**src/rtl/fifo_write_arbiter_if.sv**
```systemverilog
// Handshake bundle between the write arbiter, its producers and the FIFO write port.
// The master side is the arbiter. The slave side is the environment, meaning the producers plus the FIFO.
interface fifo_write_arbiter_if #(
   parameter int N_REQ = 4,
   parameter int WIDTH = 8
);
   localparam int IDW = $clog2(N_REQ);

   logic [N_REQ*WIDTH-1:0] req_data;
   logic [N_REQ-1:0]       req_enable;
   logic [N_REQ-1:0]       req_ready;
   logic [WIDTH-1:0]       fifo_data;
   logic                   fifo_enable;
   logic                   fifo_ready;
   logic                   grant_valid;
   logic [IDW-1:0]         grant_id;

   modport master (
      input  req_data, req_enable, fifo_ready,
      output req_ready, fifo_data, fifo_enable, grant_valid, grant_id
   );

   modport slave (
      output req_data, req_enable, fifo_ready,
      input  req_ready, fifo_data, fifo_enable, grant_valid, grant_id
   );
endinterface

```
**src/rtl/fifo_write_arbiter.sv**
```systemverilog
// Round-robin arbiter sharing one FIFO write port between N_REQ producers.
// When a requester wins, it holds the port until one of two things happens:
//   - it has moved MAX_BURST words, or
//   - it drops enable.
// After every grant there is one IDLE arbitration cycle.
module fifo_write_arbiter #(
   parameter int N_REQ     = 4,
   parameter int WIDTH     = 8,
   parameter int MAX_BURST = 16
) (
   input logic                  i_clk,
   input logic                  i_reset,
   fifo_write_arbiter_if.master bus
);
   localparam int IDW = $clog2(N_REQ);
   localparam int BCW = $clog2(MAX_BURST + 1);
   localparam logic [IDW-1:0] LAST_IDX  = IDW'(N_REQ - 1);
   localparam logic [BCW-1:0] LAST_BEAT = BCW'(MAX_BURST - 1);

   typedef enum logic [0:0] {
      IDLE  = 1'b0,
      GRANT = 1'b1
   } state_t;

   state_t           r_state;
   logic             r_grantValid;
   logic [IDW-1:0]   r_grantId;
   logic [IDW-1:0]   r_rrPtr;
   logic [BCW-1:0]   r_burstCnt;

   logic [WIDTH-1:0] w_reqWords [N_REQ];
   logic             w_anyReq;
   logic [IDW-1:0]   w_winner;
   logic [IDW-1:0]   w_scanIdx;
   logic             w_active;
   logic             w_ownerEnable;
   logic             w_transfer;
   logic             w_lastBeat;
   logic [WIDTH-1:0] w_fifoData;
   logic             w_fifoEnable;
   logic [N_REQ-1:0] w_reqReady;

   // Unpack the flat requester data bus into one word per requester.
   always_comb begin
      for (int i = 0; i < N_REQ; i++) begin
         w_reqWords[i] = bus.req_data[i*WIDTH +: WIDTH];
      end
   end

   // Pick the first enabled requester after the last winner, wrapping around.
   // When rr_ptr sits at the top index, requester 0 is checked first.
   always_comb begin
      w_anyReq  = 1'b0;
      w_winner  = '0;
      w_scanIdx = r_rrPtr;
      for (int k = 0; k < N_REQ; k++) begin
         if (w_scanIdx == LAST_IDX) begin
            w_scanIdx = '0;
         end else begin
            w_scanIdx = w_scanIdx + 1'b1;
         end
         if (!w_anyReq && bus.req_enable[w_scanIdx]) begin
            w_anyReq = 1'b1;
            w_winner = w_scanIdx;
         end
      end
   end

   // Pass the owner's handshake through to the FIFO and return the FIFO's ready to the owner only.
   // Reset gates the path so that no word can move while reset is held.
   always_comb begin
      w_active      = (r_state == GRANT) && !i_reset;
      w_ownerEnable = bus.req_enable[r_grantId];
      w_fifoData    = '0;
      w_fifoEnable  = 1'b0;
      w_reqReady    = '0;
      if (w_active) begin
         w_fifoData            = w_reqWords[r_grantId];
         w_fifoEnable          = w_ownerEnable;
         w_reqReady[r_grantId] = bus.fifo_ready;
      end
      w_transfer = w_active && w_ownerEnable && bus.fifo_ready;
      w_lastBeat = (r_burstCnt == LAST_BEAT);
   end

   // Grant state machine.
   // rr_ptr only moves on a grant.
   // The burst counter only advances on an actual transfer, so a stalled FIFO freezes it.
   always_ff @(posedge i_clk) begin
      if (i_reset) begin
         r_state      <= IDLE;
         r_grantValid <= 1'b0;
         r_grantId    <= '0;
         r_burstCnt   <= '0;
         r_rrPtr      <= LAST_IDX;
      end else begin
         case (r_state)
            IDLE: begin
               if (w_anyReq) begin
                  r_state      <= GRANT;
                  r_grantValid <= 1'b1;
                  r_grantId    <= w_winner;
                  r_rrPtr      <= w_winner;
                  r_burstCnt   <= '0;
               end
            end
            GRANT: begin
               if (!w_ownerEnable) begin
                  r_state      <= IDLE;
                  r_grantValid <= 1'b0;
                  r_burstCnt   <= '0;
               end else if (w_transfer) begin
                  if (w_lastBeat) begin
                     r_state      <= IDLE;
                     r_grantValid <= 1'b0;
                     r_burstCnt   <= '0;
                  end else begin
                     r_burstCnt <= r_burstCnt + 1'b1;
                  end
               end
            end
            default: begin
               r_state      <= IDLE;
               r_grantValid <= 1'b0;
            end
         endcase
      end
   end

   assign bus.fifo_data   = w_fifoData;
   assign bus.fifo_enable = w_fifoEnable;
   assign bus.req_ready   = w_reqReady;
   assign bus.grant_valid = r_grantValid;
   assign bus.grant_id    = r_grantId;

endmodule

```
**src/flat_wrapper.sv**
```systemverilog
// flat-port wrapper written by rule: the top's interface ports become plain ports
module fifo_write_arbiter_flat 
#(
   parameter int N_REQ     = 4,
   parameter int WIDTH     = 8,
   parameter int MAX_BURST = 16
)
  (i_clk, i_reset, bus_req_data, bus_req_enable, bus_fifo_ready, bus_req_ready, bus_fifo_data, bus_fifo_enable, bus_grant_valid, bus_grant_id);
  fifo_write_arbiter_if #(.N_REQ(N_REQ), .WIDTH(WIDTH)) bus_i ();
  input logic i_clk;
  input logic i_reset;
  input wire logic [$bits(bus_i.req_data)-1:0] bus_req_data;
  input wire logic [$bits(bus_i.req_enable)-1:0] bus_req_enable;
  input wire logic [$bits(bus_i.fifo_ready)-1:0] bus_fifo_ready;
  output wire logic [$bits(bus_i.req_ready)-1:0] bus_req_ready;
  output wire logic [$bits(bus_i.fifo_data)-1:0] bus_fifo_data;
  output wire logic [$bits(bus_i.fifo_enable)-1:0] bus_fifo_enable;
  output wire logic [$bits(bus_i.grant_valid)-1:0] bus_grant_valid;
  output wire logic [$bits(bus_i.grant_id)-1:0] bus_grant_id;
  assign bus_i.req_data = bus_req_data;
  assign bus_i.req_enable = bus_req_enable;
  assign bus_i.fifo_ready = bus_fifo_ready;
  assign bus_req_ready = bus_i.req_ready;
  assign bus_fifo_data = bus_i.fifo_data;
  assign bus_fifo_enable = bus_i.fifo_enable;
  assign bus_grant_valid = bus_i.grant_valid;
  assign bus_grant_id = bus_i.grant_id;
  fifo_write_arbiter #(.N_REQ(N_REQ), .WIDTH(WIDTH), .MAX_BURST(MAX_BURST)) u_core (.i_clk(i_clk), .i_reset(i_reset), .bus(bus_i));
endmodule
```
**config.mk**
```make
export PLATFORM = sky130hd
export DESIGN_NAME = fifo_write_arbiter_flat
export DESIGN_NICKNAME = d
export VERILOG_FILES = /design/src/rtl/fifo_write_arbiter_if.sv /design/src/rtl/fifo_write_arbiter.sv /design/src/flat_wrapper.sv
export SDC_FILE = /design/constraint.sdc
export NUM_CORES = 1
export LEC_CHECK = 0
export CELL_PAD_IN_SITES_DETAIL_PLACEMENT = 1
export CELL_PAD_IN_SITES_GLOBAL_PLACEMENT = 1
export CORE_ASPECT_RATIO = 0.5
export CORE_MARGIN = 8
export CORE_UTILIZATION = 28
export DETAILED_ROUTE_END_ITERATION = 7
export PLACE_DENSITY_LB_ADDON = 0.1
export SETUP_SLACK_MARGIN = 0.4
export SLEW_MARGIN = 25
export SYNTH_ARGS = -nofsm -noshare
export SYNTH_HDL_FRONTEND = slang
export SYNTH_SLANG_ARGS = --single-unit
```
**constraint.sdc**
```tcl
create_clock -name i_clk -period 2.3 [get_ports i_clk]
set_clock_uncertainty 0.15 [all_clocks]
set_input_delay 0.345 -clock i_clk [delete_from_list [all_inputs] [get_ports i_clk]]
set_output_delay 0.345 -clock i_clk [all_outputs]
set_load 0.005 [all_outputs]
```
======== Word-level counts from Yosys, hierarchy flattened ========
Index checks and enable logic that the tools add are counted.
Widths: inputs -> output; s select.
storage, ports and cells
  memories kept ........................... 0
  RAM bits ................................ 0
  input bits .............................. 39
  register bits after elaboration ......... 11
  bits in read-only memories .............. 0
  output and inout port bits .............. 16
  bits in latches ......................... 0
  word-level logic and storage cells ...... 87
operators by class
  bitwise gates (word level) .............. 3
  multipliers ............................. 0
  mux-type cells .......................... 45
  equality and inequality tests ........... 8
  reduce and logical (&&, ||, !) cells .... 14
  add/subtract/negate cells ............... 5
  div/mod/pow operators ................... 0
  shift operators ......................... 0
  magnitude comparators ................... 7
operator list
  operator             number
  $mux 8               3
  $mux 5               4
  $mux 1               19
  $bmux 8 s2           1
  $mux 2               8
  $lt 2x3->1 const B   5
  $bmux 1 s2           5
  $pmux 5 s2           1
  $add 2x1->2 const B  4
  $eq 2x2->1 const B   4
  $logic_and 1x1->1    7
  $ne 3x3->1 const B   2
  $add 5x1->5 const B  1
  $eq 5x4->1 const B   1
  $and 4x4->4          1
  $logic_not 1->1      4
  $mux 4               1
  $pmux 1 s2           2
  $reduce_and 2->1     2
  $ge 3x3->1 const B   1
  $not 2->3            1
  $reduce_and 3->1     1
  $demux 1 s2          1
  $ge 2x1->1 const B   1
  2 further kinds      2

======== Logic depth before layout (Yosys ltp) ========
  depth in word-level cells ............... 16
  depth in mapped cells ................... 7
  depth with buffers taken out ............ 6

======== Worst setup path before layout ========
OpenSTA, ideal clock, no wires.
  kind .................................... register to register
  start ................................... register u_core.r_grantId[1], in the netlist u_core.bus.grant_id[1]
  end ..................................... register u_core.r_burstCnt[3]
  setup time .............................. 0.074 ns
  cell stages (with the launch flop) ...... 6
  period minus slack after synthesis ...... 1.902 ns
  data arrival time ....................... 1.678 ns
  data required time ...................... 2.076 ns
  path slack .............................. 0.398 ns
  cells stage by stage .................... dfxtp_1 mux4_2 o21ai_2 mux2i_2 or4_1 o21ai_0
on the way
  word-level cells in the longest chain between the ends .. 6
  elaborated cells on any way between the ends .. 8
  those cells by class .................... eq/ne: 1; mux: 4; reduce/logical: 3
ends and longest elaborated chain
  what                              RTL line                   RTL
  start, declared                   fifo_write_arbiter.sv:27   logic [IDW-1:0] r_grantId;
  start signal, assigned            fifo_write_arbiter.sv:102  r_grantId <= w_winner;
  $bmux 1 s2 (*)                    fifo_write_arbiter.sv:73   w_ownerEnable = bus.req_enable[r_grantId];
  $mux 1 (implied by the code) (*)  fifo_write_arbiter.sv:73
  $logic_and 1x1->1 (2 in a row)    fifo_write_arbiter.sv:82   w_transfer = w_active && w_ownerEnable && bus.fifo_ready;
  $ne 3x3->1 (no line)              --
  $reduce_and 2->1 (no line)        --
  end signal, assigned              fifo_write_arbiter.sv:118  r_burstCnt <= r_burstCnt + 1'b1;
  end, declared                     fifo_write_arbiter.sv:29   logic [BCW-1:0] r_burstCnt;
Every way passes the cells marked *; elsewhere a longest branch is shown, timed or not. The select of a mux whose other input is x is not followed.
A chain may end at the register's enable or synchronous reset.

======== Worst setup path after layout ========
  start ................................... register u_core.r_grantId[0], in the netlist u_core.bus.grant_id[0]
  end ..................................... register u_core.r_burstCnt[3]
Same word-level chain as after synthesis.

==> flow_summary.rst <==
.. list-table::
   :header-rows: 1

   * - Metric
     - Value
   * - Slew margin rel.
     - 80.1%
   * - Maximum fanout along the worst path
     - 5
   * - Antenna violations before repair
     - 0
   * - Port Buffers
     - 54
   * - Synth-to-layout area growth
     - 91.7%
   * - Count of max-cap constraint violations
     - 0
   * - Vias/cell
     - 5.13
   * - Sequential power share
     - 18.9%
   * - Most numerous cell in the Yosys netlist
     - nor2_1
   * - Clock power frac
     - 15.8%
   * - Area of the core
     - 3880 um2
   * - Total routed wire length on the met1 layer
     - 2.34 mm
   * - Internal power
     - 807 uW
   * - Half-perimeter wire length after placement
     - 3.62 mm
   * - Depth of the CTS H-tree
     - 1
   * - Global route total overflow
     - 0
   * - Power per standard cell area
     - 582 nW/um2
   * - Crit path largest cell delay
     - 0.48 ns
   * - Standard-cell row count
     - 16
   * - Number of remaining DRC errors
     - 0
   * - Root Buffer
     - clkbuf_8
   * - Largest net degree at the start of global routing
     - 16
   * - Post-synth EDFFs
     - 0
   * - Final Hold Viols
     - 0
   * - Total Routed Length
     - 5.52 mm
   * - Horizontal die dimension
     - 106 um
   * - Leading post-synthesis cells by cell area
     - dfxtp_1 (20%), mux4_2 (18%), nor2_1 (5.3%)
   * - Static power due to leakage
     - 0.882 nW
   * - FF+latch count, synth
     - 11
   * - Proportion of layout cells with a drive suffix above 1
     - 42.0%
   * - TritonCTS Sinks
     - 11
   * - Syn nets
     - 181
   * - Worst slack, placed
     - -0.169 ns
   * - Final antenna diode count
     - 0
   * - Count of cell types in the netlist
     - 39
   * - Die area
     - 6440 um2
   * - Initial Util
     - 29.1%
   * - Top metal layer carrying routed signals
     - met4
   * - GR Util All Layers
     - 16.0%
   * - Area fraction of the dominant cell type after synthesis
     - 19.5%
   * - Routed length on met3
     - 292 um
   * - Endpoint required time on the critical path
     - 2.32 ns
   * - Data arrival at the endpoint of the critical path
     - 2.16 ns
   * - Via count of the routed design
     - 1,435
   * - Fin worst setup slack
     - 0.167 ns
   * - CP cell instances
     - buf_16 -> buf_6 -> buf_6 -> mux4_2 -> buf_6 -> o21ai_4 -> mux2i_2 -> or4_1 -> o21ai_1
   * - Setup violators final
     - 0
   * - Run status
     - finished clean
   * - Tmin final
     - 2.13 ns
   * - DR WL/cell
     - 19.7 um
   * - Max-slew violations
     - 0
   * - Maximum achievable frequency
     - 0.469 GHz
   * - Cell area after technology mapping
     - 1130 um2
   * - List of most frequent post-synthesis cells
     - nor2_1 (16), dfxtp_1 (11), mux4_2 (9)
   * - First-pass iteration count of the detailed router
     - 4
   * - RePlAce Congestion
     - 0.809
   * - Post-synth top area cell
     - dfxtp_1
   * - Instance area after placement
     - 1830 um2
   * - Most common cell on crit path
     - buf_6
   * - Clock latency on the worst-skew pair
     - 0.24 ns
   * - Switching pwr
     - 452 uW
   * - Fraction of power spent switching nets
     - 35.9%
   * - Slowest cell on the critical path
     - or4_1
   * - Mean instance size in the synthesized netlist
     - 8.06 um2
   * - Portion of total power attributed to combinational logic
     - 65.3%
   * - Worst Hold Margin
     - 0.325 ns
   * - Number of instances in the synthesized netlist
     - 140
   * - Total I/O pin count
     - 55
   * - Total negative setup slack
     - 0 ns
   * - Height of the die
     - 60.9 um
   * - Launching element type of the critical path
     - register
   * - Yosys synthesis warning count
     - 0
   * - Worst VDD drop
     - 0.307 mV
   * - Type of the most critical hold path
     - reg2reg
   * - Portion of the clock cycle consumed by the worst path in the final layout
     - 92.7%
   * - Nets
     - 268
   * - Setup repair after global routing missed its margin
     - true
   * - Number of buffers on the longest clock path
     - 2
   * - Critical path class
     - reg2reg
   * - Capturing element type of the critical path
     - register
   * - Seq/Total Area, Yosys
     - 19.5%
   * - Via count of the first global-routing pass
     - 1,559
   * - First-pass GRT wire length
     - 8.27 mm
   * - Worst Tran Pin Value
     - 0.296 ns
   * - Register clock-pin slew on the reported worst setup and hold paths
     - 0.05 ns
   * - Number of inserted filler cells in the final layout
     - 461
   * - 1st-iter DRT viols
     - 46
   * - Final non-filler cell area
     - 2160 um2
   * - Final antenna-violating net count
     - 0
   * - Reg-to-reg setup timing slack
     - 0.17 ns
   * - Async S/R FF share, synth
     - 0%
   * - Clock tree from TritonCTS
     - yes
   * - WL met2
     - 2.84 mm
   * - TritonCTS buffer count
     - 3
   * - Post-synth top flop
     - dfxtp_1
   * - Count of hold buffers inserted by post-cts repair
     - 0
[state kept, by name, indices dropped and copies added (netlist names)]
signal,count
u_core.r_burstCnt,5
u_core.bus.grant_id,2
u_core.r_state,1
u_core.bus.grant_valid,1
u_core.r_rrPtr,2
[routing by layer]
metal | global-route usage, % | vias to the layer above
met5 | 0 | -
met4 | 2.18 | 0
met3 | 4.03 | 6
met2 | 30.4 | 43
met1 | 18.5 | 698
li1 | - | 688
[power groups by stage]
| stage | registers, mW | clock network [mW] | logic, mW |
|---|---|---|---|
| floorplan | 0.237 | 0 | 0.332 |
| CTS | 0.235 | 0.201 | 0.696 |
| detailed placement | 0.229 | 0 | 0.581 |
| finish | 0.238 | 0.199 | 0.822 |
| global placement | 0.229 | 0 | 0.568 |
| global route | 0.240 | 0.213 | 0.882 |
[stage by stage]
stage | power, mW | utilization (%) | cells
after floorplan | 0.569 | - | 140
after global placement | 0.797 | 47.2 | 255
after detailed placement | 0.811 | 47.2 | 255
after CTS | 1.13 | 52.1 | 273
after global routing | 1.33 | 55.7 | 280
final | 1.26 | 55.7 | 280
[path summary, 6_finish.rpt]
| check | startpoint | to | depth (start not counted) |
|---|---|---|---|
| hold / removal | u_core.r_burstCnt[3]$_SDFFE_PP0P_ | u_core.r_burstCnt[3]$_SDFFE_PP0P_ | 2 |
| hold reg to reg | u_core.r_burstCnt[3]$_SDFFE_PP0P_ | u_core.r_burstCnt[3]$_SDFFE_PP0P_ | 2 |
| setup / recovery | u_core.bus.grant_id[0]$_SDFFE_PP0P_ | u_core.r_burstCnt[3]$_SDFFE_PP0P_ | 9 |
| setup reg to reg | u_core.bus.grant_id[0]$_SDFFE_PP0P_ | u_core.r_burstCnt[3]$_SDFFE_PP0P_ | 9 |
[cell type report]
cell class              count  area [um2]  share of cell area [%]
repair buffers             94         850                    39.3
multi-input cells         110         947                    43.8
well taps                  54        67.6                    3.12
clock buffers               4        45.0                    2.08
inverters                   7        26.3                    1.21
flip-flops and latches     11         228                    10.5
[repair_timing]
item	4_1_cts	5_1_grt
resized for setup	65	33
setup endpoints to repair	19	22
cloned	1	0
buffers inserted	13	7
pin swaps	13	10
[critical path: cells and delay by family (launching register included)]
family / cells / cell delay [ns]
buffers and inverters: 4 / 0.50
AND/OR/NAND/NOR: 1 / 0.48
multiplexers: 2 / 0.43
flip-flops: 1 / 0.36
AO/OA/AOI/OAI: 2 / 0.13
[cells by family after synthesis]
family	Yosys count	share of synthesized area, %
xor+xnor	1	0.776
mux	11	20.1
simple gates	64	30.3
fa+ha+maj	2	2.22
flops	11	19.5
compound gates	32	18.5
buf+inv	19	8.65
[placed cells by master (no fill, tap or decap), types with 2 or more instances in the layout]
cell type        Yosys  layout
clkbuf_8             0       3
buf_2                3       8
nor2_2               0       4
nand2_2              0       2
nand4_1              2       2
and2_4               0       5
inv_1                7       6
buf_12               0       2
clkbuf_2             0       2
a21oi_4              0       2
nor2_1              16      12
nor2b_1              5       5
dfxtp_2              0       3
nor3b_1              3       2
dfxtp_1             11       7
o21ai_0              8       3
o21ai_1              0       4
nand2b_1             2       2
nand3b_1             2       2
or4_1                2       2
buf_6                3       6
and2_1               8       4
mux4_2               9       9
nand2_1              8       6
a21oi_1              7       5
nor3_1               5       4
buf_4                0      32
clkdlybuf4s50_1      0      35
nand3_1              5       5
dlygate4sd2_1        0       7
o211ai_1             3       3
a211oi_2             0       3
Note: power is estimated with default switching activity, not from simulation.
